--- src/rtl/bcd_pkg.sv ---
// Shared BCD constants and digit helpers used by the multi-digit counter
// and its per-digit cells.
package bcd_pkg;

  localparam int BCD_W = 4;
  localparam logic [BCD_W-1:0] BCD_MAX = 4'd9;
  localparam logic [BCD_W-1:0] BCD_MIN = 4'd0;

  function automatic logic is_bcd(input logic [BCD_W-1:0] digit);
    return digit <= BCD_MAX;
  endfunction

  // Bit offset of digit idx inside a packed multi-digit vector.
  function automatic int digit_lsb(input int idx);
    return idx * BCD_W;
  endfunction

  // Non-BCD digits collapse to zero.
  function automatic logic [BCD_W-1:0] sanitize(input logic [BCD_W-1:0] digit);
    return is_bcd(digit) ? digit : BCD_MIN;
  endfunction

endpackage

--- src/rtl/bcd_digit.sv ---
// One decimal digit of the cascaded counter: load, step up/down with
// wrap inside the digit, and a terminal flag for the carry/borrow chain.
module bcd_digit
  import bcd_pkg::*;
(
  input  logic             clk,
  input  logic             clr,
  input  logic             ld,
  input  logic [BCD_W-1:0] ld_val,
  input  logic             en,
  input  logic             up,
  input  logic             sat_hold,
  output logic [BCD_W-1:0] q,
  output logic             tc
);

  function automatic logic [BCD_W-1:0] step_digit(input logic [BCD_W-1:0] cur,
                                                  input logic dir_up);
    logic [BCD_W-1:0] nxt;
    if (!is_bcd(cur))
      nxt = BCD_MIN;
    else if (dir_up)
      nxt = (cur == BCD_MAX) ? BCD_MIN : cur + 4'd1;
    else
      nxt = (cur == BCD_MIN) ? BCD_MAX : cur - 4'd1;
    return nxt;
  endfunction

  always_ff @(posedge clk or negedge clr) begin
    if (!clr)
      q <= BCD_MIN;
    else if (ld)
      q <= sanitize(ld_val);
    else if (en && !sat_hold)
      q <= step_digit(q, up);
  end

  assign tc = up ? (q == BCD_MAX) : (q == BCD_MIN);

endmodule

--- src/rtl/bcd_counter_multi.sv ---
// Multi-digit BCD up/down counter: digits cascade through an enable chain,
// with wrap/saturate at the terminal value, sticky overflow and load error.
module bcd_counter_multi
  import bcd_pkg::*;
#(
  parameter int DIGITS   = 4,
  parameter int SATURATE = 0
) (
  input  logic                  clk,
  input  logic                  clr,
  input  logic [4*DIGITS-1:0]   d,
  input  logic                  load,
  input  logic                  enable,
  input  logic                  up,
  output logic [4*DIGITS-1:0]   q,
  output logic                  co,
  output logic                  ovf,
  output logic                  load_err
);

  logic [DIGITS-1:0] tc;
  logic [DIGITS-1:0] chain_en;
  logic [DIGITS-1:0] bad_digit;
  logic              sat_hold;

  // Digit i steps only when every lower digit is at its terminal value.
  for (genvar i = 0; i < DIGITS; i++) begin : g_digit
    if (i == 0) begin : g_first
      assign chain_en[i] = enable;
    end else begin : g_rest
      assign chain_en[i] = chain_en[i-1] & tc[i-1];
    end

    assign bad_digit[i] = ~is_bcd(d[digit_lsb(i) +: BCD_W]);

    bcd_digit u_digit (
      .clk      (clk),
      .clr      (clr),
      .ld       (load),
      .ld_val   (d[digit_lsb(i) +: BCD_W]),
      .en       (chain_en[i]),
      .up       (up),
      .sat_hold (sat_hold),
      .q        (q[digit_lsb(i) +: BCD_W]),
      .tc       (tc[i])
    );
  end

  assign co       = enable & ~load & (&tc);
  assign sat_hold = (SATURATE != 0) && co;

  always_ff @(posedge clk or negedge clr) begin
    if (!clr) begin
      ovf      <= 1'b0;
      load_err <= 1'b0;
    end else begin
      load_err <= load & (|bad_digit);
      if (load)
        ovf <= 1'b0;
      else if (co)
        ovf <= 1'b1;
    end
  end

endmodule

--- config.mk ---
export PLATFORM = sky130hd
export DESIGN_NAME = bcd_counter_multi
export DESIGN_NICKNAME = d
export VERILOG_FILES = /design/src/rtl/bcd_pkg.sv /design/src/rtl/bcd_digit.sv /design/src/rtl/bcd_counter_multi.sv
export SDC_FILE = /design/constraint.sdc
export NUM_CORES = 1
export LEC_CHECK = 0
export CAP_MARGIN = 10
export CORE_AREA = 5 5 74 76
export DETAILED_ROUTE_END_ITERATION = 10
export DIE_AREA = 0 0 79 81
export PLACE_DENSITY = 0.58
export SLEW_MARGIN = 20
export SYNTH_ARGS = -nofsm -noshare
export SYNTH_HDL_FRONTEND = slang
export SYNTH_SLANG_ARGS = --single-unit
--- constraint.sdc ---
create_clock -name clk -period 1.75 [get_ports clk]
set_input_delay 0.2625 -clock clk [delete_from_list [all_inputs] [get_ports clk]]
set_output_delay 0.2625 -clock clk [all_outputs]
set_load 0.05 [all_outputs]
==> run_results.csv <==
group,metric,value,unit
outcome,outcome,"complete, but fails checks",
outcome,violations,"negative setup slack",
timing,relSlewSlack,0.710,
power,p_int,1030,uW
finish,fin_util,0.534,
routing,drc,0,
power,combPwrFrac,0.493,
yosys,synth_cell_type_count,54,
routing,drt-wirelength-per-cell,14.7,um
power,p_leak,0.00105,uW
global_routing,grt-ovfl-total,0,
timing,rsz0062_at_grt,"yes",
clock_tree,cts-root-buf,"clkbuf_8",
worst_setup_path,end_kind,"output port",
worst_setup_path,critical_path_class,"reg2out",
timing,hold_slack,0.332,ns
routing,first_pass_iters,4,
finish,area_delta_synth_final,56.0,%
floorplan,rows,25,
yosys,synth_edf_count,0,
flow_run,cap_violations,0,
placed_design,globalplace.congestion,0.802,
floorplan,die-area,6400,sq um
timing,timing.final.crit_share,1.17,
yosys,syn_area,1590,sq um
yosys,yosysWarnings,0,
routing,drt_iter0_drc,96,
routing,ant_nets,0,
yosys,postSynthCellCount,208,
finish,fin_cells,331,
timing,setup_viol,9,
finish,layout-drive-gt1-share,0.343,
timing,setup_slack,-0.297,ns
yosys,synth_area_per_cell,7.66,sq um
worst_setup_path,crit_required,1.49,ns
floorplan,initial_utilization,0.342,
min_path,hold_path_class,"in2async",
clock_tree,clkSinkCount,18,
timing,tightest_slew,0.431,ns
power,swShare,0.393,
routing,via_count,1814,
clock_tree,clk_pin_slew,0.08,ns
global_routing,antenna_found_initial,0,
timing,skew,0.00421,ns
yosys,syn-num-nets,229,
floorplan,io_pins,40,
placed_design,hpwl,3720,um
worst_setup_path,crit_arrival,1.78,ns
floorplan,fp.dieW,79,um
routing,via_per_inst,5.48,
yosys,async_flop_share,1.00,
yosys,synthFlopType,"dfrtp_1",
placed_design,dp_cells,323,
global_routing,grt_pass1_vias,1734,
worst_setup_path,start_kind,"register",
global_routing,grt_max_degree,19,
finish,antennaDiodeCount,0,
clock_tree,cts_buffers,3,
power,vdd_ir_drop_max,365,uV
power,powerDensity,683,nW/um^2
timing,period_needed,2.05,ns
clock_tree,cts_buffer_depth,2,
timing,final_hold_viol_count,0,
global_routing,grt_pass1_wl,8030,um
timing,slew_violations,0,
yosys,ys_seq_area_frac,0.283,
placed_design,port_buffers,39,
yosys,synth_seq_cells,18,
clock_tree,cts.htree.levels,1,
global_routing,gr-usage-all-layers,0.155,
timing,max_freq,489,MHz
power,switchingPower,667,uW
finish,layout.nets,299,
clock_tree,cts_tree,"done",
power,p_clk_frac,0.208,
clock_tree,clk_latency,0.26,ns
floorplan,core_area,4660,sq um
worst_setup_path,path_max_fanout,3,
floorplan,die_h,81,um
routing,routed_wl,4880,um
power,seq_power_share,0.299,
## cell usage in the layout, fill, tap and decap left out, types with 4 or more instances in the layout
cell	n
inv_1	10
dfrtp_1	12
nand4_1	4
xnor2_1	6
nor2_1	13
or3_1	6
nand3_1	11
a21oi_1	16
buf_12	6
dfrtp_2	6
buf_4	57
buf_6	4
o21ai_0	11
clkbuf_8	4
nor3_1	11
clkdlybuf4s50_1	18
nor4_1	5
nand2_1	16
## per-layer routing
layer  vias to the layer above  part of all wire  track usage
met4                         0            0.0041       0.0326
met3                         2             0.034       0.0288
met1                       862              0.43        0.198
li1                        919                 -            -
met2                        31              0.53        0.274
met5                         -                 0            0
## cells by family after synthesis
logic type	synth area share
AND/OR/NAND/NOR	0.291
AO/OA/AOI/OAI	0.273
buffers and inverters	0.0816
flip-flops	0.283
XOR/XNOR	0.0330
multiplexers	0.0385
## cell usage after synthesis (2+ instances only)
master / n / area share
a211oi_1: 3 / 0.014
o21ai_1: 2 / 0.0063
mux2_4: 2 / 0.019
a41oi_1: 2 / 0.011
buf_2: 2 / 0.0063
o31ai_1: 2 / 0.0094
xnor2_1: 6 / 0.033
or3_1: 6 / 0.024
mux2i_1: 2 / 0.013
o32ai_1: 2 / 0.011
a21oi_1: 16 / 0.050
nand2_1: 16 / 0.038
nand3_1: 11 / 0.035
nor2_1: 13 / 0.031
nand4b_1: 2 / 0.011
a221oi_1: 3 / 0.016
dfrtp_1: 18 / 0.28
and3_1: 3 / 0.012
o311ai_1: 3 / 0.016
o21a_1: 2 / 0.0094
nand4_1: 4 / 0.016
buf_1: 7 / 0.016
nor4_1: 5 / 0.020
nor3_1: 14 / 0.044
nor2b_1: 2 / 0.0078
inv_1: 10 / 0.024
clkbuf_1: 12 / 0.028
o21ai_0: 11 / 0.035
o2111ai_1: 2 / 0.011
## through the flow
stage                     setup TNS, ns  instance area (sq um)  power, uW  worst slack, ns
after floorplan                   -1.87                   1630       1000           -0.379
after global placement            -5.35                   2340       1330           -0.425
after detailed placement          -5.97                   2340       1340           -0.485
after CTS                        -0.685                   2430       1700           -0.312
after global routing              -1.74                   2490       1800           -0.387
final                             -1.03                   2490       1700           -0.297
## worst max-delay path: stages, from the launching register on
cell	delay, ns
dfrtp_2	0.40
or3b_4	0.40
nor4_4	0.21
nand4_4	0.17
nor3_4	0.19
buf_12	0.16
## area by class of cell
type | count | area [sq um]
Inverter | 10 | 37.5
Sequential cell | 18 | 458
Timing Repair Buffer | 87 | 791
Fill cell | 439 | 2170
Multi-Input combinational cell | 158 | 1080
Clock buffer | 4 | 55.1
Tap cell | 54 | 67.6
## power groups by stage
stage	clock [uW]	combinational, uW	sequential (uW)
2_1_floorplan	0	350	651
3_3_place_gp	0	815	515
3_5_place_dp	0	819	516
4_1_cts	364	829	507
5_1_grt	386	901	516
6_report	353	837	508
## worst paths after layout
check	from	cells after the start	slack, ns	end
setup reg to reg	g_digit[0].u_digit.q[2]$_DFFE_PN0P_	8	-0.18	g_digit[2].u_digit.q[2]$_DFFE_PN0P_
setup / recovery	g_digit[0].u_digit.q[2]$_DFFE_PN0P_	5	-0.30	co
hold reg to reg	ovf$_DFFE_PN0P_	1	0.51	ovf$_DFFE_PN0P_
max in group asynchronous	clr	2	1.19	g_digit[0].u_digit.q[3]$_DFFE_PN0P_
min in group clk	ovf$_DFFE_PN0P_	1	0.51	ovf$_DFFE_PN0P_
hold / removal	clr	2	0.33	g_digit[3].u_digit.q[0]$_DFFE_PN0P_
## sequential cells by signal (all words and copies together), names as in the netlist
register	count
g_digit.u_digit.q	16
load_err	1
ovf	1
## timing repair
item,in CTS,in global routing
buffers inserted,2,2
endpoints found under the setup margin,14,11
gates resized for setup,7,7
pin swaps,4,6
hold buffers,0,0
Note: power is estimated with default switching activity, not from simulation.
